[config.mk]
export PLATFORM = sky130hd
export DESIGN_NAME = mac_dot_lanes
export DESIGN_NICKNAME = d
export VERILOG_FILES = /design/src/rtl/mac_dot_pkg.sv /design/src/rtl/mac_adder_tree.sv /design/src/rtl/mac_dot_lanes.sv
export SDC_FILE = /design/constraint.sdc
export NUM_CORES = 2
export LEC_CHECK = 0
export CAP_MARGIN = 20
export CORE_MARGIN = 4
export CORE_UTILIZATION = 65
export CTS_CLUSTER_DIAMETER = 50
export DETAILED_ROUTE_END_ITERATION = 7
export GPL_ROUTABILITY_DRIVEN = 0
export PLACE_DENSITY = 0.84
export RECOVER_POWER = 100
export SLEW_MARGIN = 20
export SYNTH_ARGS = -nofsm -noshare
export SYNTH_HDL_FRONTEND = slang
export SYNTH_HIERARCHICAL = 1
export SYNTH_SLANG_ARGS = --single-unit
[constraint.sdc]
create_clock -name clock -period 6.8 [get_ports clock]
set_clock_uncertainty 0.05 [all_clocks]
set_input_delay 0.68 -clock clock [delete_from_list [all_inputs] [get_ports clock]]
set_output_delay 0.68 -clock clock [all_outputs]
set_load 0.005 [all_outputs]
[src/rtl/mac_dot_pkg.sv]
// Shared types and helpers for the multi-lane dot-product MAC.
// Optional build macro: MAC_SAT_EN (clamp out-of-range results instead of wrapping).
package mac_dot_pkg;

    // Ceiling log2 for elaboration-time width derivation.
    function automatic int clog2(input int value);
        int result;
        result = 0;
        for (int v = 1; v < value; v = v << 1) begin
            result = result + 1;
        end
        return result;
    endfunction

    // Accumulator width: full product, growth of the lane sum, plus headroom.
    function automatic int acc_width(input int data_w, input int lanes, input int guard);
        return 2 * data_w + clog2(lanes) + guard;
    endfunction

    // Per-stage control flags carried alongside the datapath.
    typedef struct packed {
        logic valid;
        logic first;
        logic last;
    } stage_flags_t;

    // Output selection for the result formatter.
    typedef enum logic [1:0] {
        RES_PASS = 2'd0,
        RES_MAX  = 2'd1,
        RES_MIN  = 2'd2
    } res_sel_t;

`ifdef MAC_SAT_EN
    localparam bit SAT_EN = 1'b1;
`else
    localparam bit SAT_EN = 1'b0;
`endif

    // Saturate-or-truncate decision: clamp only when saturation is built in.
    function automatic res_sel_t sat_select(input logic above, input logic below, input logic sat_en);
        if (sat_en && above) begin
            return RES_MAX;
        end else if (sat_en && below) begin
            return RES_MIN;
        end
        return RES_PASS;
    endfunction

endpackage

[src/rtl/mac_adder_tree.sv]
// Registered sum of LANES signed products, sign-extended to ACC_W.
// Flags travel with the sum so the accumulator sees them aligned.
module mac_adder_tree
    import mac_dot_pkg::*;
#(
    parameter int LANES  = 4,
    parameter int PROD_W = 32,
    parameter int ACC_W  = 38
) (
    input  logic                     clock,
    input  logic                     resetn,
    input  logic                     en,
    input  logic [LANES*PROD_W-1:0]  products,
    input  stage_flags_t             flags_in,
    output logic signed [ACC_W-1:0]  sum,
    output stage_flags_t             flags_out
);

    logic signed [ACC_W-1:0] sum_d;

    // Combinational lane sum; written as a loop, synthesis balances it into a tree.
    always_comb begin
        sum_d = '0;
        for (int i = 0; i < LANES; i++) begin
            sum_d = sum_d + ACC_W'(signed'(products[i*PROD_W +: PROD_W]));
        end
    end

    // Register the sum and its flags; hold under stall.
    always_ff @(posedge clock or negedge resetn) begin
        if (!resetn) begin
            sum       <= '0;
            flags_out <= '0;
        end else if (en) begin
            sum       <= sum_d;
            flags_out <= flags_in;
        end
    end

endmodule

[src/rtl/mac_dot_lanes.sv]
// LANES-wide signed multiply, adder tree and framed accumulator with
// valid/ready flow control. One result per group of vec_len beats.
// Optional build macro: MAC_SAT_EN (clamp out-of-range results to OUT_W limits).
//
// Handshake: a beat transfers on a rising edge where ivalid && oready; a result
// transfers where ovalid && iready. A single enable (iready | ~ovalid) advances
// every pipeline register, so a pending result freezes the whole pipe and
// dataout/ovalid stay put until taken.
module mac_dot_lanes
    import mac_dot_pkg::*;
#(
    parameter int DATA_W = 16,
    parameter int LANES  = 4,
    parameter int LEN_W  = 8,
    parameter int GUARD  = 4,
    parameter int OUT_W  = 32
) (
    input  logic                      clock,
    input  logic                      resetn,
    input  logic                      ivalid,
    output logic                      oready,
    input  logic                      control,
    input  logic [LEN_W-1:0]          vec_len,
    input  logic [LANES*DATA_W-1:0]   datainA,
    input  logic [LANES*DATA_W-1:0]   datainB,
    output logic                      ovalid,
    input  logic                      iready,
    output logic [OUT_W-1:0]          dataout,
    output logic                      overflow
);

    localparam int PROD_W = 2 * DATA_W;
    localparam int ACC_W  = acc_width(DATA_W, LANES, GUARD);
    localparam int EXT_W  = (ACC_W > OUT_W) ? ACC_W : OUT_W;

    localparam logic signed [EXT_W-1:0] OUT_MAX = {{(EXT_W-OUT_W+1){1'b0}}, {(OUT_W-1){1'b1}}};
    localparam logic signed [EXT_W-1:0] OUT_MIN = {{(EXT_W-OUT_W+1){1'b1}}, {(OUT_W-1){1'b0}}};

    logic en;
    logic accept;

    assign en     = iready | ~ovalid;
    assign oready = en;
    assign accept = ivalid && en;

    // ---------------- framing ----------------
    logic [LEN_W-1:0] count_q, count_d;
    logic [LEN_W-1:0] len_q, len_d;
    logic [LEN_W-1:0] len_eff;
    stage_flags_t     beat_flags;

    // Classify the accepted beat: group start, group member, or idle discard.
    always_comb begin
        beat_flags = '0;
        count_d    = count_q;
        len_d      = len_q;
        len_eff    = (vec_len == '0) ? LEN_W'(1) : vec_len;
        if (accept) begin
            if (control) begin
                beat_flags.valid = 1'b1;
                beat_flags.first = 1'b1;
                beat_flags.last  = (len_eff == LEN_W'(1));
                len_d            = len_eff;
                count_d          = (len_eff == LEN_W'(1)) ? '0 : LEN_W'(1);
            end else if (count_q != '0) begin
                beat_flags.valid = 1'b1;
                beat_flags.last  = (count_q == len_q - LEN_W'(1));
                count_d          = beat_flags.last ? '0 : count_q + LEN_W'(1);
            end
        end
    end

    // Beat counter and latched group length; zero count means idle.
    always_ff @(posedge clock or negedge resetn) begin
        if (!resetn) begin
            count_q <= '0;
            len_q   <= '0;
        end else begin
            count_q <= count_d;
            len_q   <= len_d;
        end
    end

    // ---------------- S1: products ----------------
    logic [LANES*PROD_W-1:0] prod_d, prod_q;
    stage_flags_t            s1_flags;

    // Per-lane signed multiply.
    always_comb begin
        prod_d = '0;
        for (int i = 0; i < LANES; i++) begin
            prod_d[i*PROD_W +: PROD_W] = PROD_W'(signed'(datainA[i*DATA_W +: DATA_W]))
                                       * PROD_W'(signed'(datainB[i*DATA_W +: DATA_W]));
        end
    end

    // Product register; an enabled cycle without a kept beat loads an empty slot.
    always_ff @(posedge clock or negedge resetn) begin
        if (!resetn) begin
            prod_q   <= '0;
            s1_flags <= '0;
        end else if (en) begin
            prod_q   <= prod_d;
            s1_flags <= beat_flags;
        end
    end

    // ---------------- S2: adder tree ----------------
    logic signed [ACC_W-1:0] s2_sum;
    stage_flags_t            s2_flags;

    mac_adder_tree #(
        .LANES  (LANES),
        .PROD_W (PROD_W),
        .ACC_W  (ACC_W)
    ) u_tree (
        .clock     (clock),
        .resetn    (resetn),
        .en        (en),
        .products  (prod_q),
        .flags_in  (s1_flags),
        .sum       (s2_sum),
        .flags_out (s2_flags)
    );

    // ---------------- S3: accumulate and format ----------------
    logic signed [ACC_W-1:0] acc_q, acc_next;
    logic signed [EXT_W-1:0] res_ext;
    logic                    above, below;
    res_sel_t                res_sel;
    logic [OUT_W-1:0]        out_d;

    // Next accumulator value and its range check / formatting.
    always_comb begin
        acc_next = s2_flags.first ? s2_sum : acc_q + s2_sum;
        res_ext  = EXT_W'(acc_next);
        above    = (res_ext > OUT_MAX);
        below    = (res_ext < OUT_MIN);
        res_sel  = sat_select(above, below, SAT_EN);
        case (res_sel)
            RES_MAX: out_d = {1'b0, {(OUT_W-1){1'b1}}};
            RES_MIN: out_d = {1'b1, {(OUT_W-1){1'b0}}};
            default: out_d = res_ext[OUT_W-1:0];
        endcase
    end

    // Accumulator; the first flag restarts it so groups can run back to back.
    always_ff @(posedge clock or negedge resetn) begin
        if (!resetn) begin
            acc_q <= '0;
        end else if (en && s2_flags.valid) begin
            acc_q <= acc_next;
        end
    end

    // Result register: load on a group's last beat, clear valid once taken.
    always_ff @(posedge clock or negedge resetn) begin
        if (!resetn) begin
            ovalid   <= 1'b0;
            dataout  <= '0;
            overflow <= 1'b0;
        end else if (en) begin
            if (s2_flags.valid && s2_flags.last) begin
                ovalid   <= 1'b1;
                dataout  <= out_d;
                overflow <= above | below;
            end else begin
                ovalid   <= 1'b0;
            end
        end
    end

endmodule

Word level (Yosys, flattened, before mapping)
Index checks and enable logic that the tools add are counted.
{"block": "op_classes", "reduce_logical": 9, "muxes": 13, "bitwise_logic": 3, "n_eq_ne": 2, "addsub": 6, "magnitude_cmp": 2, "n_mul": 4}
{"op": "16-bit by 16-bit multiplier with 32-bit output", "n": 4}
{"op": "38-bit by 32-bit adder with 38-bit output", "n": 1}
{"op": "38-bit adder", "n": 1}
{"op": "38-bit by 32-bit greater-than comparator with 1-bit output, second input constant", "n": 1}
{"op": "38-bit by 32-bit < comparator with 1-bit output, second input constant", "n": 1}
{"op": "38-bit two-way mux", "n": 1}
{"op": "33-bit by 32-bit adder with 34-bit output", "n": 1}
{"op": "32-bit by 32-bit adder with 33-bit output", "n": 1}
{"op": "8-bit two-way mux", "n": 4}
{"op": "8-bit by 1-bit adder with 8-bit output, second input constant", "n": 1}
{"op": "8-bit by 1-bit == test with 1-bit output, second input constant", "n": 1}
{"op": "8-bit == test", "n": 1}
{"op": "8-bit logical NOT", "n": 1}
{"op": "8-bit nonzero test", "n": 1}
{"op": "8-bit by 1-bit subtractor with 8-bit output, second input constant", "n": 1}
{"op": "1-bit two-way mux", "n": 7}
{"op": "2-bit AND reduction", "n": 3}
{"op": "1-bit logical AND", "n": 3}
{"op": "3-bit two-way mux", "n": 1}
{"op": "1-bit OR", "n": 2}
{"op": "2-bit nonzero test", "n": 1}
{"op": "1-bit inverter", "n": 1}
{"block": "totals", "reg_bits": 260, "elab_cells": 53}

Longest topological paths before layout
{"block": "depth", "word_depth": 5, "mapped_depth": 24}

Hierarchy
The synthesis kept the hierarchy.
{"module": "mac_dot_lanes", "area_each_um2": 49749.0, "cells_each": 5460, "n_inst": 1, "seq_area_each_um2": 5480.3}
{"module": "mac_adder_tree", "area_each_um2": 5542.8, "cells_each": 676, "n_inst": 1, "seq_area_each_um2": 950.9}

Worst setup path before layout
OpenSTA, ideal clock, no wires.
{"block": "synth_timing", "kind": "input port to flip-flop", "start": "in datainB[49]", "end": "reg prod_q[125]", "path_buffers": 1, "path_slack_ps": 95, "stages": 22, "setup_time_ps": 131, "arrival_time_ps": 6525, "required_ps": 6619, "cell_sequence": "clkbuf_1 nand2_1 inv_1 fa_1 fa_1 fa_1 fa_1 fa_1 inv_1 fa_1 inv_1 ha_1 a21o_1 a21oi_1 nor2b_1 or4_1 a2111oi_2 nor3_2 or3_1 a21oi_1 xor2_1 o21ai_1"}
{"block": "synth_between", "elab_chain_len": 1}
{"element": "start: declaration", "line_no": "mac_dot_lanes.sv:25", "rtl": "input logic [LANES*DATA_W-1:0] datainB,"}
{"element": "16-bit by 16-bit multiplier with 32-bit output", "line_no": "mac_dot_lanes.sv:93", "rtl": "* PROD_W'(signed'(datainB[i*DATA_W +: DATA_W]));"}
{"element": "end signal: assignment", "line_no": "mac_dot_lanes.sv:103", "rtl": "prod_q <= prod_d;"}
{"element": "end: declaration", "line_no": "mac_dot_lanes.sv:85", "rtl": "logic [LANES*PROD_W-1:0] prod_d, prod_q;"}
Every way passes these cells.
A chain may end at the register's enable or synchronous reset.

Worst setup path after layout
Ends and elaborated chain as after synthesis.

==> results.yml <==
outcome:
  outcome: "finished with violations"
  violations: "max-capacitance violations, max-slew violations"
sta:
  finalMaxSlewViolations: 225
  hold_viol: 0
  fin_ws_ns: 0.150
  setup_viol: 0
  worstMarginPinSlew_ns: 5.40
  max_freq_mhz: 150
  fin_crit_ns: 6.65
  maxSlewHeadroom: -2.60
  period_share: 0.978
routing:
  first_pass_iters: 7
  drc: 0
  drt_iter0_markers: 3146
  ant_nets: 0
  vias: 44500
  wl_per_cell_um: 17.8
  vias_per_cell: 5.66
  routed_wirelength_um: 140000
critical_path:
  endpoint_kind: "flop"
  critPathSlowestCell: "fa_2"
  worstSetupPathType: "input port to flop"
  cp.required_ns: 7.12
  critPathArrivalTime_ns: 6.97
  worst_setup_path_start_kind: "input port"
  critPathMaxStageDelay_ns: 0.64
  crit_top_cell: "fa_1"
  path_cells: "dlygate4sd2_1 -> nand2_4 -> inv_2 -> fa_2 -> buf_4 -> fa_1 -> fa_1 -> fa_1 -> fa_1 -> inv_1 -> fa_1 -> inv_1 -> ha_1 -> nor2b_1 -> or4_4 -> a2111oi_4 -> nor3_2 -> buf_4 -> or3_4 -> a21oi_2 -> xor2_1 -> o21ai_1"
  cp_max_fo: 6
global_routing:
  gr-total-overflow: 0
  grt_pass1_wl_um: 234000
  grt_max_degree: 103
  antenna_found_initial: 5
  grt_usage: 0.318
  grt_pass1_vias: 48200
logic_synthesis:
  synth_ff_type: "dfrtp_1"
  netlist_area_um2: 55300
  synthArstFlopShare: 1.00
  syn_inst: 6136
  ys_seq_area_frac: 0.116
  avgSynthCellArea_um2: 9.01
  synth-seq-cells: 257
  ys_types: 92
  synthesis.nets: 7793
  yosys_warnings: 6
  synth_enable_flop_cells: 0
cells_and_area:
  fin_cells: 7854
  areaGrowthSynthToFinish_pct: 14.6
  drive_gt1_frac: 0.111
  final_cell_mix: "1381 x inv_1, 1105 x fa_1, 783 x nand2_1"
  final_nets: 8348
  final_common_cell: "inv_1"
floorplanning:
  die-area_um2: 89800
  core_um2: 84000
  die_w_um: 300
  dieHeight_um: 300
  core.rowCount: 106
  num_io_pins: 176
  initial_core_util: 0.659
hold_path:
  hold_class: "flop to flop"
placed_design:
  post-place-ws_ns: -0.739
  place_hpwl_um: 117000
  dp.cells: 7769
  io_buffers: 175
clock_tree:
  cts_buffers: 34
  insertion_delay_ns: 0.53
  clkTransAtPathRegs_ns: 0.06
  cts-htree-levels: 2
  cts_hold_buf: 0
  root_buffer: "clkbuf_16"
  clock-sinks: 257
  ctsLongestPathBuffers: 3
  cts_tree: "done"
flow_run:
  drv_cap: 3
Yosys cell counts (7+ instances only):
cell type	n	area (µm²)
o21a_1	28	210
o211ai_1	15	113
o31ai_1	35	263
or3_1	13	81.3
nor2_1	203	762
xor2_1	60	526
dfrtp_1	257	6430
a21o_1	74	556
mux2i_1	9	90.1
buf_2	7	35.0
nand3_1	49	245
a211oi_1	16	120
inv_1	1390	5220
o21ai_0	198	991
a221oi_1	9	78.8
nor3_1	57	285
buf_1	8	30.0
fa_1	1114	22300
mux2_2	40	450
a21oi_1	238	1190
a31oi_1	12	75.1
nor4_1	10	62.6
xnor2_1	128	1120
and2_1	492	3080
o21ai_1	8	40.0
and4_1	8	70.1
nor2b_1	21	131
ha_1	402	5030
or4_1	11	82.6
and3_1	17	106
nand4_1	28	175
o21bai_1	31	233
clkbuf_1	189	709
nand2b_1	42	263
nand2_1	792	2970
repair_timing:
item,CTS,global route
buffers inserted,1,18
endpoints found under the hold margin,0,0
pin swaps,3,55
gates resized for setup,10,126
cloned,0,1
endpoints found under the setup margin,5,34
critical path, delay by kind of cell:
kind            cells  cell delay, ns
buf+inv             6            0.82
simple gates        5            1.26
fa+ha+maj           7            3.44
compound gates      3            0.59
xor+xnor            1            0.16
layer usage:
| layer | global-route usage | vias to the layer above | routed length [µm] |
|---|---|---|---|
| met3 | 0.0388 | 546 | 9410 |
| met4 | 0.124 | 2 | 6730 |
| met5 | 0 | - | 13 |
| li1 | - | 19800 | - |
| met1 | 0.410 | 22300 | 53000 |
| met2 | 0.553 | 1858 | 70900 |
layout make-up:
class / instances / area [µm²]
diodes: 4 / 10.0
clock buffers: 42 / 942
clock inverters: 19 / 185
fillers: 5442 / 20600
inverters: 1392 / 5230
multi-input cells: 4273 / 43000
flip-flops and latches: 257 / 6430
well taps: 1134 / 1420
repair buffers: 733 / 6160
through the flow:
step	util	area [µm²]	setup TNS (ns)	hold slack (ns)
3_3_place_gp	0.736	61800	-9.04	0.403
2_1_floorplan	-	55300	0	0.334
5_1_grt	0.755	63400	-0.0659	0.452
4_1_cts	0.750	62900	0	0.167
3_5_place_dp	0.736	61800	-16.48	0.419
6_report	0.755	63400	0	0.426
final timing paths:
kind                       cells past startpoint  slack, ns   startpoint     endpoint
min reg2reg                                    2       0.43  dataout[30]  dataout[30]
max in group asynchronous                      2       1.22       resetn   prod_q[66]
min                                            2       0.43  dataout[30]  dataout[30]
max reg2reg                                    6       1.21       ovalid       ovalid
max                                           22       0.15  datainB[49]  prod_q[125]
min in group asynchronous                      1       2.06       resetn     len_q[3]
flip-flops by register name, indices dropped and copies added, names as in the netlist, 3 cells and up:
signal and flops:
len_q 8, u_tree/flags_out 3, acc_q 38, dataout 32
u_tree/sum 35, s1_flags 3, count_q 8, prod_q 128
cells by family after synthesis:
family          share of synthesized area
buf+inv                             0.110
xor+xnor                           0.0298
simple gates                        0.155
fa+ha+maj                           0.494
flops                               0.116
compound gates                     0.0844
mux                               0.00978
Power is left out: the tool's default activity adds up to more than one toggle a clock period on the data nets, which glitch-free logic cannot reach.
